### src/rtl/fifo_uart_tx.sv
// fifo_uart_tx
// Serial 8N1 UART transmitter that drains bytes from an upstream FIFO with a
// registered read port. When the transmitter is idle and the FIFO is not
// empty, it pulses fifo_rd_en for one cycle. It captures fifo_dout during the
// following LOAD cycle and then shifts the byte out LSB first. The shifted
// frame is a start bit, eight data bits and a stop bit.
//
// Ports:
//   clk        - system clock, all logic on the rising edge
//   rst        - synchronous active-high reset
//   fifo_empty - FIFO empty flag
//   fifo_dout  - FIFO read data, valid the cycle after a read strobe
//   fifo_rd_en - read strobe to the FIFO (combinational, IDLE only)
//   tx         - serial line, idle high, driven from a register
//   busy       - high while a byte is held or being shifted
//
// Parameter:
//   CLOCKS_PER_BIT - clock cycles per serial bit (baud divisor), >= 2

module fifo_uart_tx #(
  parameter int CLOCKS_PER_BIT = 868
) (
  input  logic       clk,
  input  logic       rst,
  input  logic       fifo_empty,
  input  logic [7:0] fifo_dout,
  output logic       fifo_rd_en,
  output logic       tx,
  output logic       busy
);

  localparam int BW = (CLOCKS_PER_BIT > 1) ? $clog2(CLOCKS_PER_BIT) : 1;
  localparam logic [BW-1:0] BAUD_LAST = BW'(CLOCKS_PER_BIT - 1);
  localparam logic [BW-1:0] BAUD_ONE  = BW'(1);

  typedef enum logic [2:0] {
    IDLE,
    LOAD,
    START,
    DATA,
    STOP
  } state_t;

  state_t       state_q, state_d;
  logic [BW-1:0] baud_q, baud_d;
  logic [2:0]   bit_q, bit_d;
  logic [7:0]   shift_q, shift_d;
  logic         tx_q, tx_d;
  logic         busy_q, busy_d;
  logic         bit_end;

  // The last cycle of every serial bit (start, data or stop).
  assign bit_end = (baud_q == BAUD_LAST);

  // The read strobe is gated by reset. A read issued in the same cycle as
  // reset would pop a byte that the transmitter then throws away.
  assign fifo_rd_en = (state_q == IDLE) && !fifo_empty && !rst;

  assign tx   = tx_q;
  assign busy = busy_q;

  // Next-state logic for the frame sequencer. tx and busy are derived from
  // the next state and the next shift-register LSB. This lets the registers
  // present them in the same cycle the state takes effect. The line then
  // never glitches through combinational decode.
  always_comb begin
    state_d = state_q;
    baud_d  = baud_q;
    bit_d   = bit_q;
    shift_d = shift_q;

    case (state_q)
      IDLE: begin
        if (!fifo_empty) begin
          state_d = LOAD;
        end
      end

      LOAD: begin
        shift_d = fifo_dout;
        baud_d  = '0;
        bit_d   = '0;
        state_d = START;
      end

      START: begin
        if (bit_end) begin
          baud_d  = '0;
          state_d = DATA;
        end else begin
          baud_d = baud_q + BAUD_ONE;
        end
      end

      DATA: begin
        if (bit_end) begin
          baud_d  = '0;
          shift_d = {1'b0, shift_q[7:1]};
          if (bit_q == 3'd7) begin
            bit_d   = '0;
            state_d = STOP;
          end else begin
            bit_d = bit_q + 3'd1;
          end
        end else begin
          baud_d = baud_q + BAUD_ONE;
        end
      end

      STOP: begin
        if (bit_end) begin
          baud_d  = '0;
          state_d = IDLE;
        end else begin
          baud_d = baud_q + BAUD_ONE;
        end
      end

      default: begin
        state_d = IDLE;
        baud_d  = '0;
        bit_d   = '0;
      end
    endcase

    case (state_d)
      START:   tx_d = 1'b0;
      DATA:    tx_d = shift_d[0];
      default: tx_d = 1'b1;
    endcase

    busy_d = (state_d != IDLE);
  end

  // Single state register for the whole sequencer, with a synchronous reset.
  // Reset drops any byte in flight. That byte was already popped, so it is
  // lost rather than re-read.
  always_ff @(posedge clk) begin
    if (rst) begin
      state_q <= IDLE;
      baud_q  <= '0;
      bit_q   <= '0;
      shift_q <= '0;
      tx_q    <= 1'b1;
      busy_q  <= 1'b0;
    end else begin
      state_q <= state_d;
      baud_q  <= baud_d;
      bit_q   <= bit_d;
      shift_q <= shift_d;
      tx_q    <= tx_d;
      busy_q  <= busy_d;
    end
  end

endmodule

### config.mk
export PLATFORM = sky130hd
export DESIGN_NAME = fifo_uart_tx
export DESIGN_NICKNAME = d
export VERILOG_FILES = /design/src/rtl/fifo_uart_tx.sv
export SDC_FILE = /design/constraint.sdc
export NUM_CORES = 1
export LEC_CHECK = 0
export CORE_AREA = 4 4 59 61
export DETAILED_ROUTE_END_ITERATION = 10
export DIE_AREA = 0 0 63 65
export GPL_ROUTABILITY_DRIVEN = 0
export GPL_TIMING_DRIVEN = 0
export PLACE_DENSITY = 0.67
export SLEW_MARGIN = 25
export SYNTH_ARGS = -nofsm -noshare
export SYNTH_HDL_FRONTEND = slang
export SYNTH_SLANG_ARGS = --single-unit
### constraint.sdc
create_clock -name clk -period 2 [get_ports clk]
set_clock_uncertainty 0.15 [all_clocks]
set_input_delay 0.4 -clock clk [delete_from_list [all_inputs] [get_ports clk]]
set_output_delay 0.4 -clock clk [all_outputs]
set_load 0.02 [all_outputs]
# --- Word level (Yosys, flattened, before mapping) ---
# Cells that the tools add are included.
totals:
  register_bits: 26
  inputBits: 11
  out_inout_bits: 3
  word_cells: 44
classes:
  n_addsub: 2
  eq_ne: 9
  mux: 14
  bitwise: 1
  n_reduce_logical: 11
ops:
  columns: ["operator", "n"]
  rows:
  - ["3-bit two-way mux", 7]
  - ["10-bit case mux with 2 select lines", 1]
  - ["8-bit case mux with 2 select lines", 1]
  - ["3-bit case mux with 5 select lines", 1]
  - ["3-bit by 2-bit equality test with 1-bit output (second input constant)", 4]
  - ["10-bit by 1-bit adder with 10-bit output (second input constant)", 1]
  - ["10-bit equality test (second input constant)", 1]
  - ["10-bit two-way mux", 1]
  - ["8-bit two-way mux", 1]
  - ["3-bit equality test (second input constant)", 2]
  - ["3-bit case mux with 2 select lines", 1]
  - ["3-bit OR reduction", 2]
  - ["2-bit AND reduction", 2]
  - ["3-bit by 1-bit adder with 3-bit output (second input constant)", 1]
  - ["3-bit by 1-bit equality test with 1-bit output (second input constant)", 1]
  - ["3-bit zero test", 1]
  - ["3-bit nonzero test", 1]
  - ["1-bit logical AND", 2]
  - ["1-bit zero test", 2]
  - ["2-bit != test (second input constant)", 1]
  - ["1-bit case mux with 2 select lines", 1]
  - ["2-bit nonzero test", 1]
  - ["1-bit NOT", 1]

# --- Longest topological paths before layout ---
# Gate-level depths: netlist of the first run.
logic_depth:
  word_depth: 6
  depth_mapped: 6
  depth_no_buf: 6

# --- Worst setup path after synthesis of the first run ---
# No wires, ideal clock.
synth_path:
  path_kind: "register -> output"
  start: "register state_q[2]"
  end: "output fifo_rd_en"
  arrival_ns: 1.398
  required_ns: 1.450
  setup_slack_ns: 0.052
  stages_incl_launch_ff: 5
  n_path_buf: 2
  cell_sequence: "dfxtp_1 -> clkbuf_2 -> or3_1 -> buf_2 -> nor3_1"
synth_via:
  elab_chain_cells: 3
synth_lines:
  columns: ["item", "line", "rtl"]
  rows:
  - ["start: declaration", "44", "state_t state_q, state_d;"]
  - ["start signal: assignment", "147", "state_q <= state_d;"]
  - ["3-bit zero test", "57", "assign fifo_rd_en = (state_q == IDLE) && !fifo_empty && !rst;"]
  - ["1-bit logical AND (2 in a row)", "57", null]
  - ["end: declaration", "27", "output logic fifo_rd_en,"]
# No other way between the ends.

# --- Final worst setup path of the first run ---
# Ends and elaborated chain as after synthesis.

==> results.txt, run 1 <==
The flow ran to the end, and the final reports show no timing, DRC or antenna violations. The number of maximum-capacitance constraint violations was 0. The area fraction in and, or, nand and nor cells after synthesis came out at 25.4%. TritonCTS built the clock tree. The class of the worst hold path was in2reg.

The final number of hold-violating endpoints came out at 0. The cell internal power dissipation came out at 685 µW. Compared with the post-synthesis result, the final layout area differs by 20.5%. The net switching power is 242 µW.

Among cell families on the critical path, the largest total delay comes from simple AND/OR/NAND/NOR gates. In the synthesized netlist, the cells that appear most often are dfxtp_1 (26), nor3_1 (17), a21oi_1 (10), nor2_1 (9), o21ai_0 (8). Dividing the detail-routed via count by the number of cells gives 5.80. The number of antenna violations at the first check in global routing is 0. STA classifies the critical path startpoint as a register. Of the total power, combinational logic draws 17.4%. The first global-routing pass estimated 4890 µm of wire.

In the final layout, flip-flops and latches occupy 529 µm². The required time at the worst-slack endpoint is 1.45 ns. The later pin in the worst-skew pair is clocked with a latency of 0.31 ns. The die covers 4100 µm². The synthesized netlist occupies a cell area of 1280 µm².

Post-synthesis sequential area ratio: 40.6%. The part of the cycle the worst path needs was 98.2%; the remaining antenna violation count after routing was 0. After detailed placement, the total cell area comes to 1440 µm². Once detailed placement completed, the half-perimeter wirelength came to 1990 µm. The predominant post-synthesis flop cell is dfxtp_1. The clock root buffer is clkbuf_4. Entering global routing, the biggest net connects 14 pins. The logs give 0 for the number of slew-limit violations in the final report and 1114 for the via count of the first global-routing pass. The number of synthesized register bits came out at 26. In this run the static leakage power is 0.533 nW. The total track usage came out at 14.5%. Setup repair after global routing could not meet its margin everywhere. For this design the ratio of total power to cell area is 600 nW/µm².

The clock period minus worst slack was 1.96 ns; the multi-input combinational cell area was 759 µm². The compound-gate portion of the synthesized area came out at 20.4%. On the critical path, the stage with the largest delay is an instance of dfxtp_4. Critical path start-end classification: reg2out. Of the cells placed in the final design, the portion with a size suffix greater than 1 is 17.5%. The switching fraction of total power is 26.1%. The synthesized netlist devotes 5.46% of its cell area to XOR and XNOR gates.

Summing over every cut layer, the via total after detailed routing is 1120. In this run the biggest area consumer among cell types represents 40.6% of the synthesized area. Across all hold checks on the routed design, the worst slack comes to 0.209 ns.

The logs give 1.41 ns for the arrival time at the worst endpoint and 2980 µm² for the area of the core region. The logs give 43.1% for the effective utilization at floorplan and 227 µV for the worst voltage drop across the vdd grid. The die is 63 µm wide. The critical path contains buffers and inverters numbering 2 combined.

In the routed design, unresolved DRC markers number 0. Of the post-synthesis cell area, the part taken by muxes is 1.56%. The logs give 4 for the number of iterations in the first detailed-routing pass and 0 ns for the total negative setup slack. The sum of overflow across all layers after global routing came out at 0. Setup violations remaining at the end of the flow were counted as 0. In this run the core area contains 20 standard-cell rows. In the final routed layout, each cell accounts on average for 14.7 µm. For this block, the routed nets add up to 2840 µm of wire. Yosys mapped the design onto 40 distinct sky130hd cell types. The signal on the critical path passes through or3_4 > buf_6 > nor3_4 > buf_6. The logs give 59.1% for the relative contribution of sequential cells to total power and 0.509 GHz for the maximum frequency from static timing analysis.

The clock sink count came out at 26. When the netlist entered floorplanning its net count stood at 157. The gate count after technology mapping is 143, and the number of levels the H-tree was split into is 1. After clock tree synthesis, the clock-pin slew on the worst setup and hold paths is 0.13 ns.

The maximum single-stage delay on the critical path is 0.36 ns, and the TritonCTS buffer count is 3. Combinational family with the most area after synthesis: simple AND/OR/NAND/NOR gates. STA classifies the critical path endpoint as a primary output. The dominant cell type by count on the critical path was buf_6. Yosys mapped a number of flops with a built-in enable equal to 0. Per report_power, the clock group accounts for 23.5% of the total. The mean area per synthesized cell was 8.97 µm²; the number of inserted diodes was 0. The share of flip-flops with an asynchronous set or reset works out to 0%.

In the post-synthesis netlist, the biggest area contributors are dfxtp_1 (41%), nor3_1 (6.6%), xnor2_1 (4.1%). During synthesis, Yosys emitted a total of 0 warnings. Counting the fill cells in the layout gives 291.

For the pin with the worst max-slew slack, the measured transition is 0.521 ns. The most numerous cell in the Yosys netlist was dfxtp_1. The tools report the headroom to the max-slew limit as 65.3%. Of all cell types, the one taking the most synthesized area is dfxtp_1. The first routing iteration left 59 violations. The logs give 1550 µm² for the final standard cell area without fillers and 2 for the deepest clock path buffer count. Pin placement for this block handled 14 I/O pins. The die span in y was 65 µm; the largest fanout on the critical path was 2. The net total in the final layout was 176; the adder-cell share of the synthesized area was 2.93%. In this run the tool buffered the top-level ports with 12 buffer cells.
cell usage in the layout (no fill, tap or decap), types with 4 or more instances in the layout:
cell type        netlist  final
a21oi_1               10     10
nand2_1                5      5
dfxtp_1               26     23
nor3_1                17     14
xnor2_1                6      6
clkdlybuf4s50_1        0     11
a22oi_1                6      6
buf_4                  1      4
nand3_1                5      5
nor2_1                 9      9
o21ai_0                8      8
cell type report:
class                           instances  area share [%]
Clock buffer                            3            1.46
Buffer                                  6            2.43
Inverter                                3           0.729
Timing Repair Buffer                   15            9.31
Multi-Input combinational cell        107            49.1
Sequential cell                        26            34.3
Tap cell                               33            2.67
what timing repair did:
| item | 4_1_cts | 5_1_grt |
|---|---|---|
| gates cloned | 0 | 0 |
| endpoints found under the setup margin | 2 | 16 |
| setup buffers | 3 | 0 |
| hold buffers | 0 | 0 |
| pin swaps | 1 | 1 |
| resized for setup | 14 | 8 |
power groups by stage:
| stage | Combinational, mW | Sequential, mW | Clock (mW) |
|---|---|---|---|
| 4_1_cts | 0.152 | 0.547 | 0.225 |
| 3_3_place_gp | 0.135 | 0.562 | 0 |
| 2_1_floorplan | 0.0847 | 0.565 | 0 |
| 5_1_grt | 0.178 | 0.550 | 0.242 |
| 3_5_place_dp | 0.137 | 0.563 | 0 |
| 6_report | 0.161 | 0.547 | 0.218 |
final timing paths:
path | from | endpoint | slack, ns | cells after the start
min | rst | baud_q[6]$_SDFFE_PP0N_ | 0.21 | 2
max reg2reg | baud_q[0]$_SDFFE_PP0N_ | bit_q[0]$_SDFFE_PP0P_ | 0.08 | 5
max | state_q[2]$_SDFF_PP0_ | fifo_rd_en | 0.04 | 4
min reg2reg | shift_q[6]$_SDFFE_PP0P_ | shift_q[6]$_SDFFE_PP0P_ | 0.34 | 2
metrics by stage:
step	utilization, %	setup WS, ns	power [mW]	std cells
6_report	51.9	0.0361	0.927	193
3_3_place_gp	48.5	-0.308	0.697	188
2_1_floorplan	-	0.0522	0.649	143
4_1_cts	50.6	0.00678	0.923	193
5_1_grt	51.9	-0.0240	0.970	193
3_5_place_dp	48.5	-0.322	0.700	188
cells by family (layout without fill, tap and decap cells):
family                   count (synthesis)  count (layout)
multiplexers                             2               2
AO/OA/AOI/OAI                           39              39
AND/OR/NAND/NOR                         55              55
flip-flops                              26              26
adder cells (fa/ha/maj)                  3               3
buffers and inverters                   10              27
XOR/XNOR                                 8               8
worst reg2reg max path, delay by kind of cell, from the launching register on:
kind	cells	cell delay, ns
flip-flops	1	0.42
AO/OA/AOI/OAI	3	0.84
adder cells (fa/ha/maj)	1	0.25
AND/OR/NAND/NOR	1	0.17
sequential cells by signal (all words and copies together), names as in the netlist:
signal	flops
baud_q	10
shift_q	8
bit_q	3
state_q	3
tx	1
busy	1
routing by layer:
metal	wire length (µm)	part of all wire [%]	global-route usage [%]	vias up
met5	0	0	0	-
met4	36	1.3	4.68	0
met3	126	4.4	2.95	5
met2	1380	49	25.0	23
met1	1290	45	18.1	523
li1	-	-	-	569
Note: power is estimated with default switching activity, not from simulation.
==> run 2, diff against run 1 <==
--- a/config.mk
+++ b/config.mk
@@ -8,9 +8,8 @@
 export CORE_AREA = 4 4 59 61
 export DETAILED_ROUTE_END_ITERATION = 10
 export DIE_AREA = 0 0 63 65
-export GPL_ROUTABILITY_DRIVEN = 0
 export GPL_TIMING_DRIVEN = 0
-export PLACE_DENSITY = 0.67
+export PLACE_DENSITY = 0.68
 export SLEW_MARGIN = 25
 export SYNTH_ARGS = -nofsm -noshare
 export SYNTH_HDL_FRONTEND = slang
==> constraint.sdc (replaced) <==
create_clock -name clk -period 2.55 [get_ports clk]
set_clock_uncertainty 0.15 [all_clocks]
set_input_delay 0.51 -clock clk [delete_from_list [all_inputs] [get_ports clk]]
set_output_delay 0.51 -clock clk [all_outputs]
set_load 0.02 [all_outputs]
==> run 2 against run 1 <==
  * Routed wire length is 3.9% lower
  * Global-route usage is 0.80 points lower
  * Core utilization is 2.8 points lower
  * Setup slack better by 0.17 ns
  * Cell count is 1.0% lower
  * Count of clock-buffer cells in the layout stayed put
  * Sequential cell count stayed put
  * Sequential share of layout area is 1.4 points higher
==> results.txt, run 2 (synthesis results as in run 1) <==
The run finished with clean final reports. Following the worst setup path forward leads to its endpoint at fifo_rd_en. Based on the critical path, the design can be clocked at up to 0.427 GHz. Arrival time at the worst endpoint: 1.68 ns (+0.27 ns). The total negative setup slack is 0 ns (unchanged). Post-placement setup slack: 0.0938 ns (+0.416 ns).

The total track usage was 13.7% (-0.80 points). The switching fraction of total power came out at 25.7% (-0.43 points). The tools report the I/O pin count as 14 (unchanged). The path class of the tightest hold or removal check is in2reg.

Compared with the post-synthesis result, the final layout area differs by 14.0%. The global-route wire length before repair was 4600 µm (-5.9%). In this run the critical register-to-register path is captured at shift_q[5]$_SDFFE_PP0P_. For the number of inserted diodes, the log shows 0 (unchanged). The number of slew-limit violations in the final report came out at 0 (unchanged).

The logs give 61.1% (+2.0 points) for the relative contribution of sequential cells to total power and 4 (unchanged) for the number of iterations in the first detailed-routing pass. The logs give 182 µW (-25%) for the net switching power and 0.304 ns (+0.0953 ns) for the minimum hold slack. The reg-to-reg setup timing slack came out at 0.56 ns (+0.48 ns). The clock sink count was 26 (unchanged).

The critical path buffer and inverter count is 3 (+1), and the register cell area after layout is 520 µm² (-1.7%). The transition time at the pin with the least slew margin works out to 0.591 ns (+0.0696 ns). Setup repair after global routing left no endpoint under its margin.

Worst voltage drop across the vdd grid: 194 µV (-15%). The number of flip-flops under the largest register name works out to 10 (unchanged). Remaining routing DRC violations: 0 (unchanged). The sum of overflow across all layers after global routing came out at 0 (unchanged). Leaving out fill and tap cells, the most frequent cells in the layout are dfxtp_1 (26), nor3_1 (17), clkdlybuf4s50_1 (11). In this design, the critical path's most frequently occurring cell is clkbuf_2. The fill cell instance count of the final layout is 291 (unchanged). The worst path needs 2.34 ns of the cycle, external delays included. The end-of-flow core utilization is 49.1% (-2.8 points), and the effective utilization at floorplan is 43.1% (unchanged).

The clock-pin slew on the worst setup and hold paths is 0.13 ns (about the same), and the die span in y is 65 µm (unchanged). The number of rows created at floorplan came out at 20 (unchanged). The number of antenna violations at the first check in global routing is 0 (unchanged), and the clock latency on the worst-skew pair is 0.31 ns (about the same).

The run gives 73 (+24%) as the initial DRC count. The worst setup path is launched from a register. The area of the core region was 2980 µm² (unchanged).

The total of endpoints with negative setup slack in the final report was 0 (unchanged). The slowest stage of the critical path is the or3_1 cell. The number of levels the H-tree was split into came out at 1 (unchanged). The standby leakage power is 0.498 nW (-6.7%), and the headroom to the max-slew limit is 60.3% (-5.0 points).

The largest registers in the layout are baud_q x10, shift_q x8. The overall via count from detail_route is 1129 (+0.80%), and the deepest clock path buffer count is 2 (unchanged). The logs give 3 (unchanged) for the TritonCTS buffer count and 0 (unchanged) for the number of maximum-capacitance constraint violations. The setup slack of the critical path after layout was 0.210 ns (+0.174 ns). The number of gates on the worst path with buffers counted was 5 (+1); the final number of hold-violating endpoints was 0 (unchanged). More flip-flops sit in one register than any other, and that register is baud_q. The wire length per cell was 14.3 µm (-2.9%); the number of buffers added on ports was 12 (unchanged). The tools report the remaining antenna violation count after routing as 0 (unchanged). For the net total in the final layout, the log shows 174 (-1.1%). The clock share of power is 23.6% (about the same), and the ratio of total power to cell area is 484 nW/µm² (-19%). The share of layout cells above drive strength 1 is 11.4% (-6.1 points). The tools report the reg-to-reg critical path startpoint as baud_q[0]$_SDFFE_PP0N_. The maximum single-stage delay on the critical path came out at 0.37 ns (about the same). The worst hold path cell count is 2 (unchanged).

Required time at the worst-slack endpoint: 1.89 ns (+0.44 ns). The HPWL reported at the end of detailed placement was 2090 µm (+5.0%). The category of cells accounting for the largest share of critical-path delay was buffers and inverters. Largest fanout on the critical path: 10 (+8). The part of the cycle the worst path needs came out at 91.8%. TritonCTS built the clock tree. In this run the worst setup path begins at state_q[2]$_SDFF_PP0_. The total wire length after detailed routing is 2730 µm (-3.9%). The signal on the critical path passes through clkbuf_2 > or3_1 > buf_2 > nor3_1 > clkbuf_2. The multi-input combinational cell area was 714 µm² (-5.9%); the total chip power was 708 µW (-24%). Clock tree synthesis selected as its root buffer the cell clkbuf_4.

The via count of the first global-routing pass was 1017 (-8.7%); the maximum number of pins on one net before global-route repair was 14 (unchanged). The post-detailed-route via-to-cell ratio is 5.91 (+1.9%). The most frequent standard cell in the layout excluding fill and tap cells is dfxtp_1. The run gives 4100 µm² (unchanged) as the die area.

Critical path start-end classification: reg2out. The number of cells traversed by the worst register-to-register path was 5 (unchanged); the combinational power share was 15.3% (-2.1 points). The cell internal power dissipation was 526 µW (-23%). The tools report the routability congestion estimate as 0.846.

The die boundary width works out to 63 µm (unchanged). The tools report the endpoint kind of the worst setup timing path as a primary output.
==> run 2: cell count changes in the layout (fill, tap and decap cells not counted), sizes merged <==
cell / change
buf: -4
clkbuf: +2
==> run 2: routing by layer <==
metal	global-route usage, %	wire length [µm]	up-vias
met5	0	0	-
met4	4.13	24	0
met3	2.60	103	4
met2	23.2	1300	23
met1	17.7	1290	540
li1	-	-	562
==> run 2: worst reg2reg max path: stages (launching register included) <==
cell and delay, ns:
dfxtp_1 0.43, ha_1 0.28, nand4bb_4 0.14, nor4_2 0.57, a22oi_1 0.19, a21oi_1 0.16
==> run 2: final cells by class <==
| class | count | area share [%] |
|---|---|---|
| Buffer | 7 | 2.48 |
| Clock buffer | 3 | 1.54 |
| Inverter | 3 | 0.771 |
| Multi-Input combinational cell | 107 | 48.9 |
| Sequential cell | 26 | 35.6 |
| Tap cell | 33 | 2.83 |
| Timing Repair Buffer | 12 | 7.88 |
==> run 2: power groups by stage <==
| stage | clock network (mW) | logic, mW | registers, mW |
|---|---|---|---|
| final | 0.167 | 0.108 | 0.432 |
| after global routing | 0.192 | 0.120 | 0.435 |
| after CTS | 0.172 | 0.109 | 0.432 |
| after detailed placement | 0 | 0.109 | 0.442 |
| after global placement | 0 | 0.107 | 0.441 |
| after floorplan | 0 | 0.0665 | 0.443 |
==> run 2: timing repair <==
action | in CTS | in global routing
gates resized for setup | 1 | 3
gates cloned | 0 | 0
setup buffers | 0 | 0
endpoints found under the setup margin | 1 | 1
hold buffers | 0 | 0
==> run 2: worst min-delay path by stage <==
stage / to / startpoint
floorplan: bit_q[1]$_SDFFE_PP0P_ / bit_q[1]$_SDFFE_PP0P_
global placement: shift_q[2]$_SDFFE_PP0P_ / shift_q[2]$_SDFFE_PP0P_
detailed placement: bit_q[1]$_SDFFE_PP0P_ / bit_q[1]$_SDFFE_PP0P_
CTS: baud_q[6]$_SDFFE_PP0N_ / rst
global route: baud_q[6]$_SDFFE_PP0N_ / rst
finish: baud_q[6]$_SDFFE_PP0N_ / rst
==> run 2: metrics by stage <==
stage | area [µm²] | std cells
6_report | 1460 | 191
5_1_grt | 1460 | 191
4_1_cts | 1470 | 191
3_5_place_dp | 1440 | 188
3_3_place_gp | 1440 | 188
2_1_floorplan | 1280 | 143
==> RTL edit: new RTL, flow settings as in run 2 <==
Change the parameter `CLOCKS_PER_BIT` from 868 to 1736.
--- a/src/rtl/fifo_uart_tx.sv
+++ b/src/rtl/fifo_uart_tx.sv
@@ -20,3 +20,3 @@
 module fifo_uart_tx #(
-  parameter int CLOCKS_PER_BIT = 868
+  parameter int CLOCKS_PER_BIT = 1736
 ) (
Check against the original RTL: no difference found for any inputs over 10 cycles, from zero or initial values and one cycle with rst high; that may be too few to reach the edited logic, so the function may still have changed.
==> RTL edit against run 2 <==
  * Die area is the same
  * Wire length shrank 2.9%
  * Total power grew 7.4%
  * Final cell count grew 4.7%
  * Sequential power grew 4.6%
  * Sequential share of layout area grew 0.074 points
  * Design area grew 4.1%
  * Largest power group unchanged
  * First-iteration DRC count grew 1.4%
  * Sequential cell count grew 1
  * Area after synthesis grew 2.1%
  * Setup slack lost 0.092 ns
==> RTL edit: results (changes against run 2) <==
Status
  • Run status: finished, final reports clean

Layout
  • Seq cells: 27 (+3.8%)
  • Multi-In Gates: 111 (+3.7%)
  • Regs by FF count: baud_q (11), shift_q (8)
  • Buffering overhead: 11.3% (+0.99 points)
  • Clock buf/inv share: 1.81% (+0.27 points)
  • Count of plain and timing-repair buffers: 21 (+2)
  • Non-clk invs: 4 (+1)
  • Filler instances: 285 (-2.1%)
  • Multi-input gate share of total cell area: 47.5% (-1.4 points)
  • Register cell area after layout: 543 µm² (+4.3%)
  • Layout cells sized above 1: 8.38% (-3.0 points)

Detailed routing
  • Vias per Instance: 5.57 (-5.8%)
  • Initial DRC Count: 74 (+1.4%)
  • Routed WL: 2650 µm (-2.9%)

Synth
  • Post-synthesis mux area share: 3.15% (+1.6 points)
  • Post-Synth XOR/XNOR Area: 6.02% (+0.55 points)
  • Synth unique cells: 37 (-7.5%)
  • Post-Syn Nets: 164 (+4.5%)
  • Compound-Gate Fraction of Synth Area: 18.1% (-2.3 points)
  • Top cells by area, synth: dfxtp_1 (41%), nand2_1 (4.9%), nor2_1 (4.6%)
  • Most instantiated cells after synthesis: dfxtp_1 (27), nand2_1 (17), nor2_1 (16)
  • Synthesized area per cell: 8.73 µm² (-2.6%)

Placement
  • PortBufs: 13 (+1)
  • Placed cell area: 1480 µm² (+2.6%)
  • DP HPWL: 2000 µm (-4.7%)
  • Gpl congestion: 0.764 (-9.7%)
  • Placed Instances: 196 (+4.3%)
  • Pre-CTS WS: -0.165 ns (-0.258 ns)

STA
  • Final WS setup: 0.118 ns (-0.0920 ns)
  • Worst Tran Pin Value: 0.661 ns (+0.0698 ns)
  • Worst hold margin: 0.328 ns (+0.0235 ns)

Hold path
  • Hold WC Path Type: register to register

Critical path
  • CP top delay family: simple AND/OR/NAND/NOR gates
  • CP max stage delay: 0.45 ns (+0.08 ns)
  • Crit path max-delay cell type: dfxtp_1
  • CP arrival: 1.77 ns (+0.09 ns)

Power
  • Leakage: 0.000527 µW (+5.8%)
  • Max VDD drop: 232 µV (+20%)
  • Switching share of total power: 27.5% (+1.8 points)

Clock tree
  • Clk_lat worst skew: 0.33 ns (+0.02 ns)

Global route
  • Largest net degree at the start of global routing: 16 (+2)
  • Gr usage total: 13.9% (+0.13 points)
## RTL edit: cell types whose count changed after synthesis, sizes merged, moves of 3 or more
cell	run 2	this run
nor3	17	5
nor2	9	16
nand4	2	5
a21oi	10	6
nand2	5	17
clkbuf	3	6
a2bb2oi	0	6
a22o	3	0
o21ai	8	0
o2bb2ai	0	6
a22oi	6	0
or4	0	3
## RTL edit: layer usage
metal	track usage, %	up-vias	routed length, µm
li1	-	581	-
met1	16.3	519	1270
met2	25.3	10	1300
met3	2.43	4	45
met4	4.68	0	29
met5	0	-	0
## RTL edit: power by group through the flow
stage	registers (µW)	clock network (µW)	logic, µW
after CTS	452	197	117
after global placement	457	0	118
after floorplan	459	0	76.1
final	452	191	116
after global routing	454	217	129
after detailed placement	458	0	120
## RTL edit: path summary, 6_finish.rpt
check | start | endpoint | cells past startpoint
hold reg to reg | shift_q[1] | shift_q[1] | 1
setup reg to reg | baud_q[0] | state_q[1] | 6
setup / recovery | state_q[2] | fifo_rd_en | 4
hold / removal | shift_q[1] | shift_q[1] | 1
